File: src/rtl/flash_cmd_pkg.sv
// rtl/flash_cmd_pkg.sv - SPI flash command codes, sequencer states and timing helpers
package flash_cmd_pkg;

    localparam logic [7:0] CMD_WAKE   = 8'hAB;
    localparam logic [7:0] CMD_READ3  = 8'h03;
    localparam logic [7:0] CMD_FAST3  = 8'h0B;
    localparam logic [7:0] CMD_READ4  = 8'h13;
    localparam logic [7:0] CMD_FAST4  = 8'h0C;
    localparam logic [7:0] DUMMY_BYTE = 8'hFF;

    typedef enum logic [2:0] {
        ST_IDLE,
        ST_WAKE_TX,
        ST_WAKE_GAP,
        ST_CMD,
        ST_ADDR,
        ST_DUMMY,
        ST_DATA,
        ST_FINISH
    } state_t;

    function automatic int half_clks(input int clk_hz, input int spi_hz);
        int h;
        h = clk_hz / spi_hz / 2;
        return (h < 1) ? 1 : h;
    endfunction

    function automatic int wake_cycles(input int clk_hz, input int wait_us);
        longint prod;
        prod = longint'(wait_us) * longint'(clk_hz) + longint'(999999);
        return int'(prod / longint'(1000000));
    endfunction

endpackage

File: src/rtl/flash_spi_byte_engine.sv
// rtl/flash_spi_byte_engine.sv - mode-3 SPI byte shifter: MOSI on falling edge, MISO sampled on rising
module flash_spi_byte_engine
    import flash_cmd_pkg::*;
#(
    parameter int CLOCK_FREQ_HZ = 25000000,
    parameter int SPI_CLOCK_HZ  = 1000000
) (
    input  logic       clock,
    input  logic       reset,
    input  logic       start_i,
    input  logic [7:0] tx_byte_i,
    output logic       idle_o,
    output logic [7:0] rx_byte_o,
    output logic       rx_done_o,
    output logic       spi_clk_o,
    output logic       spi_mosi_o,
    input  logic       spi_miso_i
);

    localparam int HALF = half_clks(CLOCK_FREQ_HZ, SPI_CLOCK_HZ);
    localparam int TW   = $clog2(HALF + 1);
    localparam logic [TW-1:0] T_LOAD = TW'(HALF - 1);

    logic          busy_q;
    logic [TW-1:0] timer_q;
    logic [2:0]    bit_q;
    logic [7:0]    tx_sh_q;
    logic [7:0]    rx_sh_q;
    logic          sclk_q;
    logic          mosi_q;
    logic          rx_done_q;

    always_ff @(posedge clock) begin
        if (reset) begin
            busy_q    <= 1'b0;
            timer_q   <= '0;
            bit_q     <= 3'd0;
            tx_sh_q   <= 8'hFF;
            rx_sh_q   <= 8'hFF;
            sclk_q    <= 1'b1;
            mosi_q    <= 1'b1;
            rx_done_q <= 1'b0;
        end else begin
            rx_done_q <= 1'b0;
            if (!busy_q) begin
                if (start_i) begin
                    busy_q  <= 1'b1;
                    sclk_q  <= 1'b0;
                    mosi_q  <= tx_byte_i[7];
                    tx_sh_q <= {tx_byte_i[6:0], 1'b1};
                    bit_q   <= 3'd0;
                    timer_q <= T_LOAD;
                end
            end else if (timer_q != '0) begin
                timer_q <= timer_q - TW'(1);
            end else if (!sclk_q) begin
                sclk_q  <= 1'b1;
                rx_sh_q <= {rx_sh_q[6:0], spi_miso_i};
                timer_q <= T_LOAD;
            end else if (bit_q == 3'd7) begin
                // Byte ends after the high half of bit 0, leaving the clock parked high.
                busy_q    <= 1'b0;
                rx_done_q <= 1'b1;
                mosi_q    <= 1'b1;
            end else begin
                sclk_q  <= 1'b0;
                mosi_q  <= tx_sh_q[7];
                tx_sh_q <= {tx_sh_q[6:0], 1'b1};
                bit_q   <= bit_q + 3'd1;
                timer_q <= T_LOAD;
            end
        end
    end

    assign idle_o     = !busy_q;
    assign rx_byte_o  = rx_sh_q;
    assign rx_done_o  = rx_done_q;
    assign spi_clk_o  = sclk_q;
    assign spi_mosi_o = mosi_q;

endmodule

File: src/rtl/flash_stream_reader.sv
// rtl/flash_stream_reader.sv - request-driven SPI flash range reader streaming bytes with backpressure
module flash_stream_reader
    import flash_cmd_pkg::*;
#(
    parameter int CLOCK_FREQ_HZ = 25000000,
    parameter int SPI_CLOCK_HZ  = 1000000,
    parameter int ADDR_BYTES    = 3,
    parameter int FAST_READ     = 0,
    parameter int WAKE_ENABLE   = 1,
    parameter int WAKE_WAIT_US  = 35,
    parameter int LEN_WIDTH     = 24
) (
    input  logic                    clock,
    input  logic                    reset,
    input  logic                    req_valid,
    output logic                    req_ready,
    input  logic [8*ADDR_BYTES-1:0] req_addr,
    input  logic [LEN_WIDTH-1:0]    req_len,
    input  logic                    abort,
    output logic                    busy,
    output logic                    done,
    output logic [7:0]              m_tdata,
    output logic                    m_tvalid,
    input  logic                    m_tready,
    output logic                    spi_clk,
    output logic                    spi_cs_n,
    output logic                    spi_mosi,
    input  logic                    spi_miso
);

    localparam int AW       = 8 * ADDR_BYTES;
    localparam int HALF     = half_clks(CLOCK_FREQ_HZ, SPI_CLOCK_HZ);
    localparam int FIN_W    = $clog2(HALF + 1);
    localparam int WAKE_CYC = wake_cycles(CLOCK_FREQ_HZ, WAKE_WAIT_US);
    localparam int GAP_W    = $clog2(WAKE_CYC + 2);
    localparam logic [FIN_W-1:0] FIN_LOAD = FIN_W'(HALF - 1);
    localparam logic [GAP_W-1:0] GAP_LOAD = GAP_W'((WAKE_CYC > 0) ? WAKE_CYC - 1 : 0);
    localparam logic [7:0] READ_CMD = (ADDR_BYTES == 4) ? ((FAST_READ != 0) ? CMD_FAST4 : CMD_READ4)
                                                        : ((FAST_READ != 0) ? CMD_FAST3 : CMD_READ3);

    state_t               state_q;
    logic                 cs_n_q, busy_q, done_q, req_ready_q;
    logic                 tvalid_q;
    logic [7:0]           tdata_q;
    logic                 start_q;
    logic [7:0]           tx_q;
    logic [AW-1:0]        addr_q;
    logic [1:0]           idx_q;
    logic [LEN_WIDTH-1:0] remaining_q;
    logic [FIN_W-1:0]     fin_q;
    logic [GAP_W-1:0]     gap_q;
    logic                 wake_done_q, abort_q;

    logic       eng_idle, eng_rx_done, eng_free, abort_now;
    logic [7:0] eng_rx_byte;

    flash_spi_byte_engine #(
        .CLOCK_FREQ_HZ(CLOCK_FREQ_HZ),
        .SPI_CLOCK_HZ (SPI_CLOCK_HZ)
    ) u_engine (
        .clock     (clock),
        .reset     (reset),
        .start_i   (start_q),
        .tx_byte_i (tx_q),
        .idle_o    (eng_idle),
        .rx_byte_o (eng_rx_byte),
        .rx_done_o (eng_rx_done),
        .spi_clk_o (spi_clk),
        .spi_mosi_o(spi_mosi),
        .spi_miso_i(spi_miso)
    );

    // A start issued last cycle has not yet reached the engine's busy flag.
    assign eng_free  = eng_idle && !start_q;
    assign abort_now = abort_q || abort;

    always_ff @(posedge clock) begin
        if (reset) begin
            state_q     <= ST_IDLE;
            cs_n_q      <= 1'b1;
            busy_q      <= 1'b0;
            done_q      <= 1'b0;
            req_ready_q <= 1'b0;
            tvalid_q    <= 1'b0;
            tdata_q     <= 8'hFF;
            start_q     <= 1'b0;
            tx_q        <= 8'hFF;
            addr_q      <= '0;
            idx_q       <= 2'd0;
            remaining_q <= '0;
            fin_q       <= '0;
            gap_q       <= '0;
            wake_done_q <= 1'b0;
            abort_q     <= 1'b0;
        end else begin
            start_q <= 1'b0;
            done_q  <= 1'b0;
            if (state_q != ST_IDLE && abort) abort_q <= 1'b1;

            if (state_q != ST_IDLE && abort_now) begin
                tvalid_q <= 1'b0;
            end else if (state_q == ST_DATA && eng_rx_done) begin
                tdata_q  <= eng_rx_byte;
                tvalid_q <= 1'b1;
            end else if (tvalid_q && m_tready) begin
                tvalid_q <= 1'b0;
            end

            if (state_q != ST_IDLE && state_q != ST_FINISH && abort_now && eng_free) begin
                state_q <= ST_FINISH;
                cs_n_q  <= 1'b1;
                fin_q   <= FIN_LOAD;
            end else begin
                case (state_q)
                    ST_IDLE: begin
                        req_ready_q <= 1'b1;
                        abort_q     <= 1'b0;
                        if (req_valid && req_ready_q) begin
                            req_ready_q <= 1'b0;
                            busy_q      <= 1'b1;
                            addr_q      <= req_addr;
                            remaining_q <= req_len;
                            if (req_len == '0) begin
                                state_q <= ST_FINISH;
                                fin_q   <= '0;
                            end else if (WAKE_ENABLE != 0 && !wake_done_q) begin
                                state_q <= ST_WAKE_TX;
                                cs_n_q  <= 1'b0;
                                start_q <= 1'b1;
                                tx_q    <= CMD_WAKE;
                            end else begin
                                state_q <= ST_CMD;
                                cs_n_q  <= 1'b0;
                                start_q <= 1'b1;
                                tx_q    <= READ_CMD;
                            end
                        end
                    end
                    ST_WAKE_TX: if (eng_rx_done) begin
                        state_q <= ST_WAKE_GAP;
                        cs_n_q  <= 1'b1;
                        gap_q   <= GAP_LOAD;
                    end
                    ST_WAKE_GAP: begin
                        if (gap_q == '0) begin
                            wake_done_q <= 1'b1;
                            state_q     <= ST_CMD;
                            cs_n_q      <= 1'b0;
                            start_q     <= 1'b1;
                            tx_q        <= READ_CMD;
                        end else begin
                            gap_q <= gap_q - GAP_W'(1);
                        end
                    end
                    ST_CMD: if (eng_rx_done) begin
                        state_q <= ST_ADDR;
                        idx_q   <= 2'(ADDR_BYTES - 1);
                        start_q <= 1'b1;
                        tx_q    <= addr_q[AW-1 -: 8];
                        addr_q  <= addr_q << 8;
                    end
                    ST_ADDR: if (eng_rx_done) begin
                        if (idx_q != 2'd0) begin
                            idx_q   <= idx_q - 2'd1;
                            start_q <= 1'b1;
                            tx_q    <= addr_q[AW-1 -: 8];
                            addr_q  <= addr_q << 8;
                        end else if (FAST_READ != 0) begin
                            state_q <= ST_DUMMY;
                            start_q <= 1'b1;
                            tx_q    <= DUMMY_BYTE;
                        end else begin
                            state_q <= ST_DATA;
                        end
                    end
                    ST_DUMMY: if (eng_rx_done) state_q <= ST_DATA;
                    ST_DATA: begin
                        // Hold off the next byte until the output register is guaranteed free.
                        if (remaining_q != '0) begin
                            if (eng_free && !eng_rx_done && (!tvalid_q || m_tready)) begin
                                start_q     <= 1'b1;
                                tx_q        <= DUMMY_BYTE;
                                remaining_q <= remaining_q - LEN_WIDTH'(1);
                            end
                        end else if (eng_free) begin
                            state_q <= ST_FINISH;
                            cs_n_q  <= 1'b1;
                            fin_q   <= FIN_LOAD;
                        end
                    end
                    ST_FINISH: begin
                        if (fin_q != '0) begin
                            fin_q <= fin_q - FIN_W'(1);
                        end else if (!tvalid_q) begin
                            state_q     <= ST_IDLE;
                            done_q      <= 1'b1;
                            busy_q      <= 1'b0;
                            req_ready_q <= 1'b1;
                            abort_q     <= 1'b0;
                        end
                    end
                    default: state_q <= ST_IDLE;
                endcase
            end
        end
    end

    assign req_ready = req_ready_q;
    assign busy      = busy_q;
    assign done      = done_q;
    assign m_tdata   = tdata_q;
    assign m_tvalid  = tvalid_q;
    assign spi_cs_n  = cs_n_q;

endmodule

File: config.mk
export PLATFORM = sky130hd
export DESIGN_NAME = flash_stream_reader
export DESIGN_NICKNAME = d
export VERILOG_FILES = /design/src/rtl/flash_cmd_pkg.sv /design/src/rtl/flash_spi_byte_engine.sv /design/src/rtl/flash_stream_reader.sv
export SDC_FILE = /design/constraint.sdc
export NUM_CORES = 1
export LEC_CHECK = 0
export BUFFER_PORTS_ARGS = -buffer_cell sky130_fd_sc_hd__clkbuf_2
export CELL_PAD_IN_SITES_DETAIL_PLACEMENT = 1
export CELL_PAD_IN_SITES_GLOBAL_PLACEMENT = 2
export CORE_UTILIZATION = 37
export DETAILED_ROUTE_END_ITERATION = 8
export HOLD_SLACK_MARGIN = 0.08
export MAX_ROUTING_LAYER = met4
export PLACE_DENSITY = 0.89
export SLEW_MARGIN = 20
export SYNTH_ARGS = -nofsm -noshare
export SYNTH_HDL_FRONTEND = slang
export SYNTH_HIERARCHICAL = 1
export SYNTH_SLANG_ARGS = --single-unit
File: constraint.sdc
create_clock -name clock -period 4.6 [get_ports clock]
set_clock_uncertainty 0.1 [all_clocks]
set_input_delay 0.92 -clock clock [delete_from_list [all_inputs] [get_ports clock]]
set_output_delay 0.92 -clock clock [all_outputs]
set_load 0.1 [all_outputs]
==> key figures, run 1 <==
Power and ir drop
  – Comb pwr share: a little over two fifths
  – Worst vdd rail ir drop: 0.3515 mV
  – LEAKAGE: 2.814 nW
  – Switch Pwr: 2.201 mW
  – Cell-internal power: 2.897 mW
  – PD cells: around 720 nW/um2
  – Sequential share of power: a little under a third
  – Clock network fraction of total power: 26.4%
  – Sw frac: approximately 43%

Route
  – First drt pass iteration count: 5
  – Remaining DRCs: 0
  – Final ANT Viol Nets: 0
  – Via count: around 5,900
  – Routed WL per cell: 17.46 um
  – DR iter-0 viols: 215
  – Via/cell ratio: approximately 5.7
  – Final wirelength: approximately 18 mm

Layout
  – Ant. Diodes: 0
  – Post-layout nets: around 900
  – Util after Layout: about 44%
  – Share of post-route cells with drive strength above 1: between 10 and 15%
  – Synth-to-layout area growth: 17.53%

Hold path
  – Hold Startpoint: addr_q[6]
  – Min-delay worst type: reg2reg

Worst setup path
  – Max incr delay on CP: between 0.6 and 0.7 ns
  – CP cell instances: inv_1 -> ha_1 -> or4b_1 -> or3_1 -> o311ai_4 -> o21a_1 -> o21ai_0 -> a21oi_1
  – WS Path Type: reg2reg
  – Startpoint Class: register
  – Worst Setup SP: remaining_q[0]
  – CP required: a little under 5 ns
  – Setup crit end kind: register
  – FF-to-FF Start: remaining_q[0]
  – CP top delay family: compound AO/OA/AOI/OAI gates
  – Slowest cell on crit path: o21a_1
  – WP data arrival: 3.64 ns
  – Crit path max fanout: 24
  – CP bufs+invs: 1

GRT
  – Total congestion overflow: 0
  – All-Layer GR Usage: a little under a quarter
  – Initial antenna violation count: 0
  – First-pass GRT wire length: roughly 30 mm
  – Vias in the first global route: just under 6,000
  – Largest net degree at the start of global routing: 80

Logic synthesis
  – Leading area contributor after synthesis: dfxtp_1
  – Top cells by area, synth: dfxtp_1, nand2_1, a21oi_1
  – Cell Area, Synth: 6011 um2
  – Cell variety after synth: 70
  – Yosys reg bits: ~120
  – Main synth FF type: dfxtp_1
  – Count leader, synth: nand2_1
  – Post-Synthesis Cells: between 700 and 800
  – Mean Syn Cell Area: 7.736 um2
  – Synth warn: 6
  – Register area share after synthesis: 38.97%
  – Post-synth top cells: nand2_1, dfxtp_1, nor2_1
  – Post-synth EDFFs: 0
  – Synthesized Nets: 840
  – Asr flop ratio synth: 0%
  – Top cell type's share of synthesized area: 38.97%

STA
  – Max Fclk: 295.3 MHz
  – TNS Setup: 0 ns
  – Worst Max-Slew Pin Slew: about 1.1 ns
  – Setup-failing EPs final: 0
  – Crit path time final: 3.386 ns
  – Final period utilization: between 70% and 80%
  – Slew HR: between 20% and 30%
  – RSZ-0062 raised after global routing: no
  – Final WS setup: 1.214 ns
  – Final hold viol count: 0
  – Max Transition Viols Final: 0

Placement
  – Dpl ws: ~1.2 ns
  – Port buffer count: just under 70
  – Final GP Congestion: 0.8533
  – Post-DP HPWL: about 13 mm

CTS
  – CTS resizes: 0
  – Sink Count: roughly 120
  – CTS tree: yes
  – CTS Buf Count: 17
  – # Post-CTS Setup Buffers: 0
  – Clk root buf: clkbuf_16
  – Max Buffers Root-to-Sink: 2
  – CTS Hold Buffers Added: 0
  – CTS clk-pin slew, worst paths: approximately 0.060 ns
  – Clock latency at the later pin of the worst-skew pair: ~0.42 ns
  – Max H-tree Level: 4

Run status
  – Outcome: finished clean

Floorplanning
  – FP Rows: 46
  – Die Ht: between 100 and 150 um
  – Initial Util: a little under two fifths
  – Ports: between 60 and 70
  – Die ar.: 16,760 um2
  – Die extent in x: 129.5 um
  – Core area: approximately 16,000 um2

Flow run
  – Max-cap check violation count: 0
==> routing by layer <==
metal	wire (um)	vias to the layer above	share of wire (%)	global-route usage, %
li1	-	2907	-	-
met1	8335	2898	46	27.35
met2	8958	109	49	39.25
met3	695	26	3.8	4.666
met4	327	0	1.8	8.345
met5	0	-	0	-
==> sequential cells by signal, summed over array words and instances (netlist names), 7 cells and up <==
| register | flops |
|---|---|
| gap_q | 10 |
| addr_q | 24 |
| tx_q | 8 |
| remaining_q | 24 |
| u_engine/tx_sh_q | 7 |
| u_engine/rx_byte_o | 8 |
| m_tdata | 8 |
==> layout make-up <==
cell class | instances | area (um2)
clock buffers | 21 | 470.5
clock inverters | 10 | 128.9
fillers | 1966 | 8821
inverters | 18 | 67.56
multi-input cells | 589 | 3367
flip-flops and latches | 117 | 2342
well taps | 216 | 270.3
repair buffers | 78 | 417.9
==> kinds of logic after synthesis <==
logic type	after synthesis	synth area share (%)
muxes	8	1.332
DFF	117	38.97
adders and majority gates	9	1.873
xor gates and xnor gates	8	1.166
and+or+nand+nor	346	27.21
buffers and inverters	71	5.058
AOI/OAI and AO/OA	218	24.40
==> layout by cell type (no fill, tap or decap), drive strengths merged, types with 9 or more instances in the layout <==
cell type / Yosys / final
dfxtp: 117 / 117
ha: 9 / 9
o21ai: 44 / 44
and3: 12 / 12
nor3: 27 / 27
buf: 10 / 11
a311oi: 18 / 18
nor4: 14 / 14
o31ai: 12 / 12
nand2: 126 / 126
a211oi: 12 / 12
inv: 17 / 17
clkbuf: 43 / 88
nor2: 81 / 81
a21oi: 70 / 70
nand3: 30 / 30
==> path summary, 6_finish.rpt <==
path / to / slack (ns) / cells past startpoint
setup / recovery: remaining_q[12] / 1.21 / 8
hold / removal: addr_q[6] / 0.35 / 2
setup reg to reg: remaining_q[12] / 1.21 / 8
hold reg to reg: addr_q[6] / 0.35 / 2
==> metrics by stage <==
step | cell area (um2) | hold slack [ns] | cells | power [mW]
CTS | 7064 | 0.3547 | 1049 | 5.123
finish | 7064 | 0.3524 | 1049 | 5.099
global placement | 6465 | 0.3426 | 1018 | 3.638
floorplan | 6011 | 0.3321 | 777 | 3.199
global route | 7064 | 0.3805 | 1049 | 5.437
detailed placement | 6465 | 0.3468 | 1018 | 3.731
==> power by group through the flow <==
| stage | clock, mW | combinational, mW | sequential (mW) |
|---|---|---|---|
| 5_1_grt | 1.42 | 2.44 | 1.58 |
| 6_report | 1.34 | 2.21 | 1.54 |
| 3_5_place_dp | 0 | 2.18 | 1.55 |
| 3_3_place_gp | 0 | 2.11 | 1.53 |
| 2_1_floorplan | 0 | 1.66 | 1.54 |
| 4_1_cts | 1.37 | 2.21 | 1.54 |
==> worst reg2reg max path, cell delays in order (launching register included) <==
cell      delay [ns]
dfxtp_1         0.33
inv_1           0.09
ha_1            0.22
or4b_1          0.55
or3_1           0.59
o311ai_4        0.34
o21a_1          0.67
o21ai_0         0.26
a21oi_1         0.18
(Power assumes the default switching activity.)
==> run 2, diff against run 1 <==
--- a/config.mk
+++ b/config.mk
@@ -8,11 +8,11 @@
 export BUFFER_PORTS_ARGS = -buffer_cell sky130_fd_sc_hd__clkbuf_2
 export CELL_PAD_IN_SITES_DETAIL_PLACEMENT = 1
 export CELL_PAD_IN_SITES_GLOBAL_PLACEMENT = 2
-export CORE_UTILIZATION = 37
+export CORE_UTILIZATION = 34
 export DETAILED_ROUTE_END_ITERATION = 8
 export HOLD_SLACK_MARGIN = 0.08
 export MAX_ROUTING_LAYER = met4
-export PLACE_DENSITY = 0.89
+export PLACE_DENSITY = 0.83
 export SLEW_MARGIN = 20
 export SYNTH_ARGS = -nofsm -noshare
 export SYNTH_HDL_FRONTEND = slang
==> constraint.sdc (replaced) <==
create_clock -name clock -period 3.5 [get_ports clock]
set_clock_uncertainty 0.1 [all_clocks]
set_input_delay 0.7 -clock clock [delete_from_list [all_inputs] [get_ports clock]]
set_output_delay 0.7 -clock clock [all_outputs]
set_load 0.1 [all_outputs]
==> key figures, run 2 (synthesis results as in run 1) <==
GRT
  – All-Layer GR Usage: 21.65% (-1.6 points)
  – Largest net degree at the start of global routing: 49 (-39%)
  – Vias in the first global route: 6,150 (+3.1%)
  – Initial antenna violation count: 0 (unchanged)
  – Total congestion overflow: 0 (unchanged)
  – First-pass GRT wire length: 30.19 mm (+2.4%)

Route
  – DR iter-0 viols: 329 (+53%)
  – Final ANT Viol Nets: 0 (unchanged)
  – Via count: 5,967 (+0.45%)
  – DR WL met2: 9.020 mm (+0.69%)
  – Final wirelength: 18.60 mm (+1.5%)
  – Routed met3 length: 655 um (-5.8%)
  – Via/cell ratio: 5.603 (-1.1%)
  – Metal-1 WL: 8.507 mm (+2.1%)
  – First drt pass iteration count: 4 (-1)
  – Routed WL per cell: 17.46 um (about the same)
  – Remaining DRCs: 0 (unchanged)
  – Max layer used: met4

CTS
  – Sink Count: 117 (unchanged)
  – CTS resizes: 0 (unchanged)
  – CTS tree: yes
  – Clk root buf: clkbuf_16
  – # Post-CTS Setup Buffers: 0 (unchanged)
  – Max Buffers Root-to-Sink: 2 (unchanged)
  – CTS Hold Buffers Added: 0 (unchanged)
  – CTS clk-pin slew, worst paths: 0.05 ns (about the same)
  – CTS Buf Count: 17 (unchanged)
  – Clock latency at the later pin of the worst-skew pair: 0.42 ns (about the same)
  – Max H-tree Level: 4 (unchanged)

Layout
  – Top Registers: addr_q x24, remaining_q x24, gap_q x10
  – Synth-to-layout area growth: 18.19%
  – Share of post-route cells with drive strength above 1: 15.00% (+0.59 points)
  – Post-layout nets: 893 (+1.0%)
  – Most frequent cells in the layout: nand2_1, dfxtp_1, nor2_1
  – Flip-flop and latch area: 2342 um2 (unchanged)
  – Util after Layout: 41.07% (-3.4 points)
  – Commonest non-fill, non-tap cell in the layout: nand2_1
  – Fill count: 2,130 (+8.3%)
  – Ant. Diodes: 0 (unchanged)
  – Multi-input logic area: 3367 um2 (unchanged)

STA
  – Setup-failing EPs final: 0 (unchanged)
  – RSZ-0062 raised after global routing: no
  – Final hold viol count: 0 (unchanged)
  – Worst Max-Slew Pin Slew: 1.087 ns (+0.02055 ns)
  – Final period utilization: 91.95% (+18 points)
  – Max Transition Viols Final: 0 (unchanged)
  – Slew HR: 27.09% (-1.3 points)
  – Crit path time final: 3.218 ns (-0.1676 ns)
  – Max Fclk: 310.7 MHz (+5.2%)
  – TNS Setup: 0 ns (unchanged)

Worst setup path
  – CP required: 3.71 ns (-1.14 ns)
  – Slowest cell on crit path: or3_1
  – Setup crit end kind: register
  – WS Path Type: reg2reg
  – CP top delay family: simple AND/OR/NAND/NOR gates
  – CP cell instances: inv_1 -> ha_1 -> or4b_1 -> or3_1 -> o41a_1 -> a221oi_1 -> nand4_1 -> o31ai_1
  – Crit path max fanout: 10 (-58%)
  – Max incr delay on CP: 0.60 ns (-0.07 ns)
  – Startpoint Class: register
  – WP data arrival: 3.43 ns (-0.21 ns)
  – CP bufs+invs: 1 (unchanged)

Floorplanning
  – FP Rows: 48 (+4.3%)
  – Die ar.: 18,210 um2 (+8.7%)
  – Core area: 17,300 um2 (+8.9%)
  – Die Ht: 135.0 um (+4.3%)
  – Ports: 69 (unchanged)
  – Initial Util: 34.75% (-3.1 points)
  – Die extent in x: 135.0 um (+4.3%)

Placement
  – Port buffer count: 68 (unchanged)
  – Final GP Congestion: 0.8596 (+0.74%)
  – Post-DP HPWL: 13.13 mm (+3.8%)

Power and ir drop
  – PD cells: 935.3 nW/um2 (+30%)
  – Worst vdd rail ir drop: 0.4002 mV (+14%)
  – LEAKAGE: 2.837 nW (+0.81%)

Flow run
  – Max-cap check violation count: 0 (unchanged)

Run status
  – Outcome: finished clean

Hold path
  – Min-delay worst type: reg2reg
-- run 2: cell types whose count changed in the layout (fill, tap and decap cells not counted), sizes merged --
cell	change
buf	+9
bufinv	-2
clkbuf	+4
clkinv	-4
-- run 2: final timing paths --
check | to | depth (start not counted) | slack [ns] | start
worst max-delay path | fin_q[0] | 8 | 0.28 | remaining_q[0]
worst min-delay path | addr_q[7] | 2 | 0.36 | addr_q[7]
worst max register to register | fin_q[0] | 8 | 0.28 | remaining_q[0]
worst min register to register | addr_q[7] | 2 | 0.36 | addr_q[7]
-- run 2: tightest hold or removal path: cells and delay by family, from the launching register on --
kind | cells | cell delay (ns)
flops | 1 | 0.30
compound gates | 1 | 0.05
simple gates | 1 | 0.05
-- run 2: metal layers --
| layer | vias up | GRT usage [%] |
|---|---|---|
| li1 | 2920 | - |
| met5 | - | - |
| met2 | 104 | 35.60 |
| met1 | 2906 | 25.64 |
| met4 | 0 | 9.738 |
| met3 | 37 | 4.092 |
-- run 2: power by group --
part / switching [mW] / internal (mW)
registers: 0.285 / 1.68
logic: 2.00 / 1.02
clock network: 0.584 / 1.07
-- run 2: cell type report --
class                           count  area share (%)
Multi-Input combinational cell    589           47.39
Sequential cell                   117           32.97
Clock buffer                       25           7.256
Timing Repair Buffer               87           6.833
Tap cell                          225           3.963
Inverter                           18          0.9510
Clock inverter                      4          0.6340
-- run 2: stage by stage --
step	hold slack, ns	setup slack (ns)	area, um2	std cells	power [mW]
2_1_floorplan	0.3321	0.7674	6011	777	4.204
3_3_place_gp	0.3435	0.4884	6544	1036	4.874
3_5_place_dp	0.3512	0.3329	6544	1036	4.987
4_1_cts	0.3591	0.2820	7104	1065	6.683
5_1_grt	0.3788	0.07864	7104	1065	7.101
6_report	0.3586	0.2816	7104	1065	6.645
